**src/rtl/slc3_regfile_sb.sv**
```systemverilog
// slc3_regfile_sb
//   NREGS x WIDTH register file with two combinational read ports, one write
//   port and write-through bypass. It also holds the NZP condition codes, the
//   branch-enable flag and a per-register busy scoreboard. The scoreboard
//   raises STALL while a source operand is reserved by an in-flight
//   multi-cycle op.
//
// Optional feature macro: SLC3_RF_R0_ZERO_EN
//   defined   : R0 is hardwired to zero. Writes to R0 are discarded, the
//               bypass to R0 is disabled, R0 is never busy and reserving R0
//               is ignored.
//   undefined : R0 is an ordinary register (default).
//
// Ports
//   Clk, Reset        rising-edge clock, asynchronous active-high reset
//   LD_REG, DR, D_In  write port; D_In also feeds the CC logic
//   SR1, SR2          read addresses     -> SR1_OUT, SR2_OUT
//   USE_SR1, USE_SR2  stall qualifiers   -> STALL
//   RSV_EN, RSV_DR    reserve a register -> BUSY, RSV_ERR (sticky)
//   LD_CC             load CC {N,Z,P} from D_In -> CC
//   LD_BEN, IR_NZP    load BEN = |(IR_NZP & CC) -> BEN
module slc3_regfile_sb #(
  parameter  int WIDTH = 16,
  parameter  int NREGS = 8,
  localparam int AW    = $clog2(NREGS)
) (
  input  logic             Clk,
  input  logic             Reset,
  input  logic             LD_REG,
  input  logic [AW-1:0]    DR,
  input  logic [WIDTH-1:0] D_In,
  input  logic [AW-1:0]    SR1,
  input  logic [AW-1:0]    SR2,
  input  logic             USE_SR1,
  input  logic             USE_SR2,
  output logic [WIDTH-1:0] SR1_OUT,
  output logic [WIDTH-1:0] SR2_OUT,
  input  logic             RSV_EN,
  input  logic [AW-1:0]    RSV_DR,
  output logic             STALL,
  output logic [NREGS-1:0] BUSY,
  output logic             RSV_ERR,
  input  logic             LD_CC,
  output logic [2:0]       CC,
  input  logic             LD_BEN,
  input  logic [2:0]       IR_NZP,
  output logic             BEN
);

`ifdef SLC3_RF_R0_ZERO_EN
  localparam bit R0Z = 1'b1;
`else
  localparam bit R0Z = 1'b0;
`endif

  logic [WIDTH-1:0] r_regs [NREGS];
  logic [NREGS-1:0] r_busy;
  logic             r_rsv_err;
  logic [2:0]       r_cc;
  logic             r_ben;

  logic             w_wr_en;     // write that actually lands (R0 discarded when zeroed)
  logic             w_rsv_v;     // reservation that actually takes effect
  logic             w_byp1;
  logic             w_byp2;
  logic             w_err_set;
  logic [NREGS-1:0] w_busy_n;
  logic [2:0]       w_cc_n;

  assign w_wr_en = LD_REG & ~(R0Z & (DR == '0));
  assign w_rsv_v = RSV_EN & ~(R0Z & (RSV_DR == '0));

  // Bypass: a write landing this cycle is visible on the read ports now.
  assign w_byp1 = w_wr_en & (DR == SR1);
  assign w_byp2 = w_wr_en & (DR == SR2);

  always_comb begin
    SR1_OUT = w_byp1 ? D_In : r_regs[SR1];
    SR2_OUT = w_byp2 ? D_In : r_regs[SR2];
    if (R0Z && (SR1 == '0)) SR1_OUT = '0;
    if (R0Z && (SR2 == '0)) SR2_OUT = '0;
  end

  // A source being written this cycle is satisfied by the bypass.
  assign STALL = (USE_SR1 & r_busy[SR1] & ~w_byp1) |
                 (USE_SR2 & r_busy[SR2] & ~w_byp2);

  // Set wins over clear so a reserve+write in the same cycle leaves the
  // register busy for the new in-flight result.
  always_comb begin
    w_busy_n = r_busy;
    for (int i = 0; i < NREGS; i++) begin
      if (w_wr_en && (DR == AW'(i)))     w_busy_n[i] = 1'b0;
      if (w_rsv_v && (RSV_DR == AW'(i))) w_busy_n[i] = 1'b1;
    end
  end

  // Double reservation is only an error if the pending result is not being
  // retired in the same cycle.
  assign w_err_set = w_rsv_v & r_busy[RSV_DR] & ~(w_wr_en & (DR == RSV_DR));

  always_comb begin
    if (D_In == '0)          w_cc_n = 3'b010;
    else if (D_In[WIDTH-1])  w_cc_n = 3'b100;
    else                     w_cc_n = 3'b001;
  end

  always_ff @(posedge Clk or posedge Reset) begin
    if (Reset) begin
      for (int i = 0; i < NREGS; i++) r_regs[i] <= '0;
      r_busy    <= '0;
      r_rsv_err <= 1'b0;
      r_cc      <= 3'b010;
      r_ben     <= 1'b0;
    end else begin
      if (w_wr_en) r_regs[DR] <= D_In;
      r_busy    <= w_busy_n;
      r_rsv_err <= r_rsv_err | w_err_set;
      if (LD_CC)  r_cc  <= w_cc_n;
      // Uses the registered CC, so LD_CC in the same cycle is not seen.
      if (LD_BEN) r_ben <= |(IR_NZP & r_cc);
    end
  end

  assign BUSY    = r_busy;
  assign RSV_ERR = r_rsv_err;
  assign CC      = r_cc;
  assign BEN     = r_ben;

endmodule

```
**config.mk**
```make
export PLATFORM = sky130hd
export DESIGN_NAME = slc3_regfile_sb
export DESIGN_NICKNAME = d
export VERILOG_FILES = /design/src/rtl/slc3_regfile_sb.sv
export SDC_FILE = /design/constraint.sdc
export NUM_CORES = 1
export LEC_CHECK = 0
export CAP_MARGIN = 20
export CORE_MARGIN = 2
export CORE_UTILIZATION = 52
export DETAILED_ROUTE_END_ITERATION = 16
export GPL_TIMING_DRIVEN = 0
export PLACE_DENSITY_LB_ADDON = 0.2
export SYNTH_ARGS = -nofsm -noshare
export SYNTH_HDL_FRONTEND = slang
export SYNTH_SLANG_ARGS = --single-unit
```
**constraint.sdc**
```tcl
create_clock -name Clk -period 5.1 [get_ports Clk]
set_input_delay 1.02 -clock Clk [delete_from_list [all_inputs] [get_ports Clk]]
set_output_delay 1.02 -clock Clk [all_outputs]
set_load 0.02 [all_outputs]
```
==> flow_summary.json <==
{
  "vias_per_cell": 6.41,
  "wire_per_inst_um": 25.4,
  "grt_start_max_net_pins": 105,
  "setup-tns-final_ns": 0,
  "min_period_over_period_pct": 94.7,
  "drive_gt1_share_pct": 41.4,
  "antenna_found_initial": 0,
  "core_area_sq_mm": 0.0151,
  "drtAntennaViolNets": 0,
  "gr-usage-met2_pct": 46.6,
  "tightest_slew_ns": 0.779,
  "maxCapViolations": 0,
  "start_kind": "primary input",
  "ir_drop_mv": 0.296,
  "synthTopCellsByCount": "140 x dfrtp_1, 124 x mux2_2, 66 x mux4_2",
  "port_buffers": 75,
  "htreeDepth": 4,
  "cts_hold_buffers": 0,
  "cp.required_ns": 4.08,
  "grt_pass1_vias": 5781,
  "dr.pass1.iters": 5,
  "finalClockSkew_ns": 0.00454,
  "crit_type": "in -> out",
  "synth_top_flop_cell": "dfrtp_1",
  "netlist_area_sq_mm": 0.00805,
  "cp.arrival_ns": 3.81,
  "yosysTopAreaCell": "dfrtp_1",
  "post-dp-hpwl_mm": 14.6,
  "post-cts-setup-buffers": 0,
  "finalWirelength_mm": 21.9,
  "busiest_layer": "met2",
  "clk-insertion-delay-late_ns": 0.42,
  "grtUsageMet1_pct": 37.5,
  "syn2layout_area_growth_pct": 20.0,
  "ys_seq_area_share_pct": 43.9,
  "vias": 5537,
  "grt_pass1_wl_mm": 33.9,
  "p_leak_uw": 0.00401,
  "io_pins": 85,
  "holdWs_ns": 0.477,
  "synth_most_common_cell": "dfrtp_1",
  "fmax_ghz": 0.207,
  "drc": 0,
  "setup_viol": 0,
  "ys_ff_latch": 141,
  "avgSynthCellArea_sq_um": 14.2,
  "yosysUniqueCellTypes": 37,
  "yosys_warnings": 0,
  "clockBufferDepth": 2,
  "die_w_um": 128,
  "powerDensity_mw_per_mm2": 407,
  "grt_remaining_overflow": 0,
  "postCtsResizedCells": 0,
  "cts_tree": "yes",
  "numClockSinks": 141,
  "synth_top_area_share_pct": 43.5,
  "synthesis.instances": 568,
  "dieArea_sq_mm": 0.0165,
  "synth-edff-count": 0,
  "drt_iter0_drc": 399,
  "syn-num-nets": 607,
  "period_needed_ns": 4.83,
  "cp_max_fo": 10,
  "gp_congestion": 0.806,
  "synth.area.top_cells": "dfrtp_1 44%, mux4_2 18%, mux2_2 17%",
  "die_h_um": 128,
  "start_util_pct": 53.1,
  "postSynth.asyncResetShare_pct": 100,
  "end_kind": "output pin",
  "diodes": 0,
  "rsz0062_at_grt": "no",
  "hold_viol": 0,
  "grtUsageTotal_pct": 28.3,
  "holdCritPathClass": "reg -> reg",
  "globalRouteMet3Util_pct": 5.86,
  "cts_root_buffer": "clkbuf_16",
  "final_nets": 702,
  "cts_buffers": 17,
  "outcome": "completed",
  "max_slew_margin_pct": 48.1,
  "slew_viol_final": 0,
  "clk_pin_slew_ns": 0.06,
  "fp-row-count": 45
}
-- layer usage --
layer / wire length [um] / vias up
met5: 0 / -
met4: 584 / 0
met3: 1460 / 47
met2: 11000 / 248
met1: 8940 / 2900
li1: - / 2342
-- stage by stage --
stage	power (uW)	std cells	worst slack, ns	util [%]	area (sq um)
finish	3930	864	0.272	63.7	9650
global route	4090	864	0.232	63.7	9650
CTS	3930	864	0.338	63.7	9650
detailed placement	2680	832	0.353	59.9	9060
global placement	2630	831	-1.59	59.6	9030
floorplan	2280	568	0.300	-	8050
-- state kept, by name (all words and copies together), names as in the netlist --
register  count
r_regs      128
BUSY          8
CC            3
BEN           1
RSV_ERR       1
-- critical path: stages --
cell,delay [ns]
clkdlybuf4s50_1,0.50
buf_4,0.24
xnor2_1,0.14
nand4_1,0.38
clkbuf_1,0.48
a21oi_1,0.38
clkdlybuf4s50_1,0.66
-- cells by family after synthesis --
| family | synth area share (%) |
|---|---|
| buffers and inverters | 4.59 |
| flip-flops | 43.9 |
| XOR/XNOR | 0.980 |
| multiplexers | 42.0 |
| AO/OA/AOI/OAI | 3.72 |
| AND/OR/NAND/NOR | 4.87 |
-- where the power goes --
part | total, uW | switching, uW | internal [uW] | leakage [uW]
Sequential | 1540 | 181 | 1360 | 0.00168
Clock | 1250 | 473 | 776 | 0.000296
Combinational | 1140 | 478 | 658 | 0.00203
-- final timing paths --
check / start / slack [ns] / endpoint / cells past startpoint
min: RSV_ERR / 0.48 / RSV_ERR / 1
min reg2reg: RSV_ERR / 0.48 / RSV_ERR / 1
max in group asynchronous: Reset / 3.25 / CC[1] / 3
max reg2reg: BUSY[0] / 3.76 / RSV_ERR / 4
min in group asynchronous: Reset / 0.98 / BUSY[2] / 2
max: DR[1] / 0.27 / SR2_OUT[8] / 7
-- placed cells by master (no fill, tap or decap), drive strengths merged, types with 2 or more instances in the layout --
cell type,n
nor3,2
o21ai,6
mux2,133
o22ai,3
clkbuf,39
xnor2,9
nand4,4
clkdlybuf4s50,75
mux2i,36
buf,37
nor4,4
dfrtp,140
mux4,66
o32ai,2
nor2,34
inv,8
nand3,2
clkinv,8
bufinv,3
nand2b,4
nand4b,3
a21oi,35
nand2,11
nor3b,2
-- final cells by class --
type                       instances  area [sq um]
clock inverter                    13           146
fill                            1140          5490
sequential                       141          3530
clock buffer                      19           443
multi-input combinational        364          4150
buffer                            56           343
inverter                           7          31.3
timing repair buffer              76           778
tap                              188           235
Note: power is estimated with default switching activity, not from simulation.
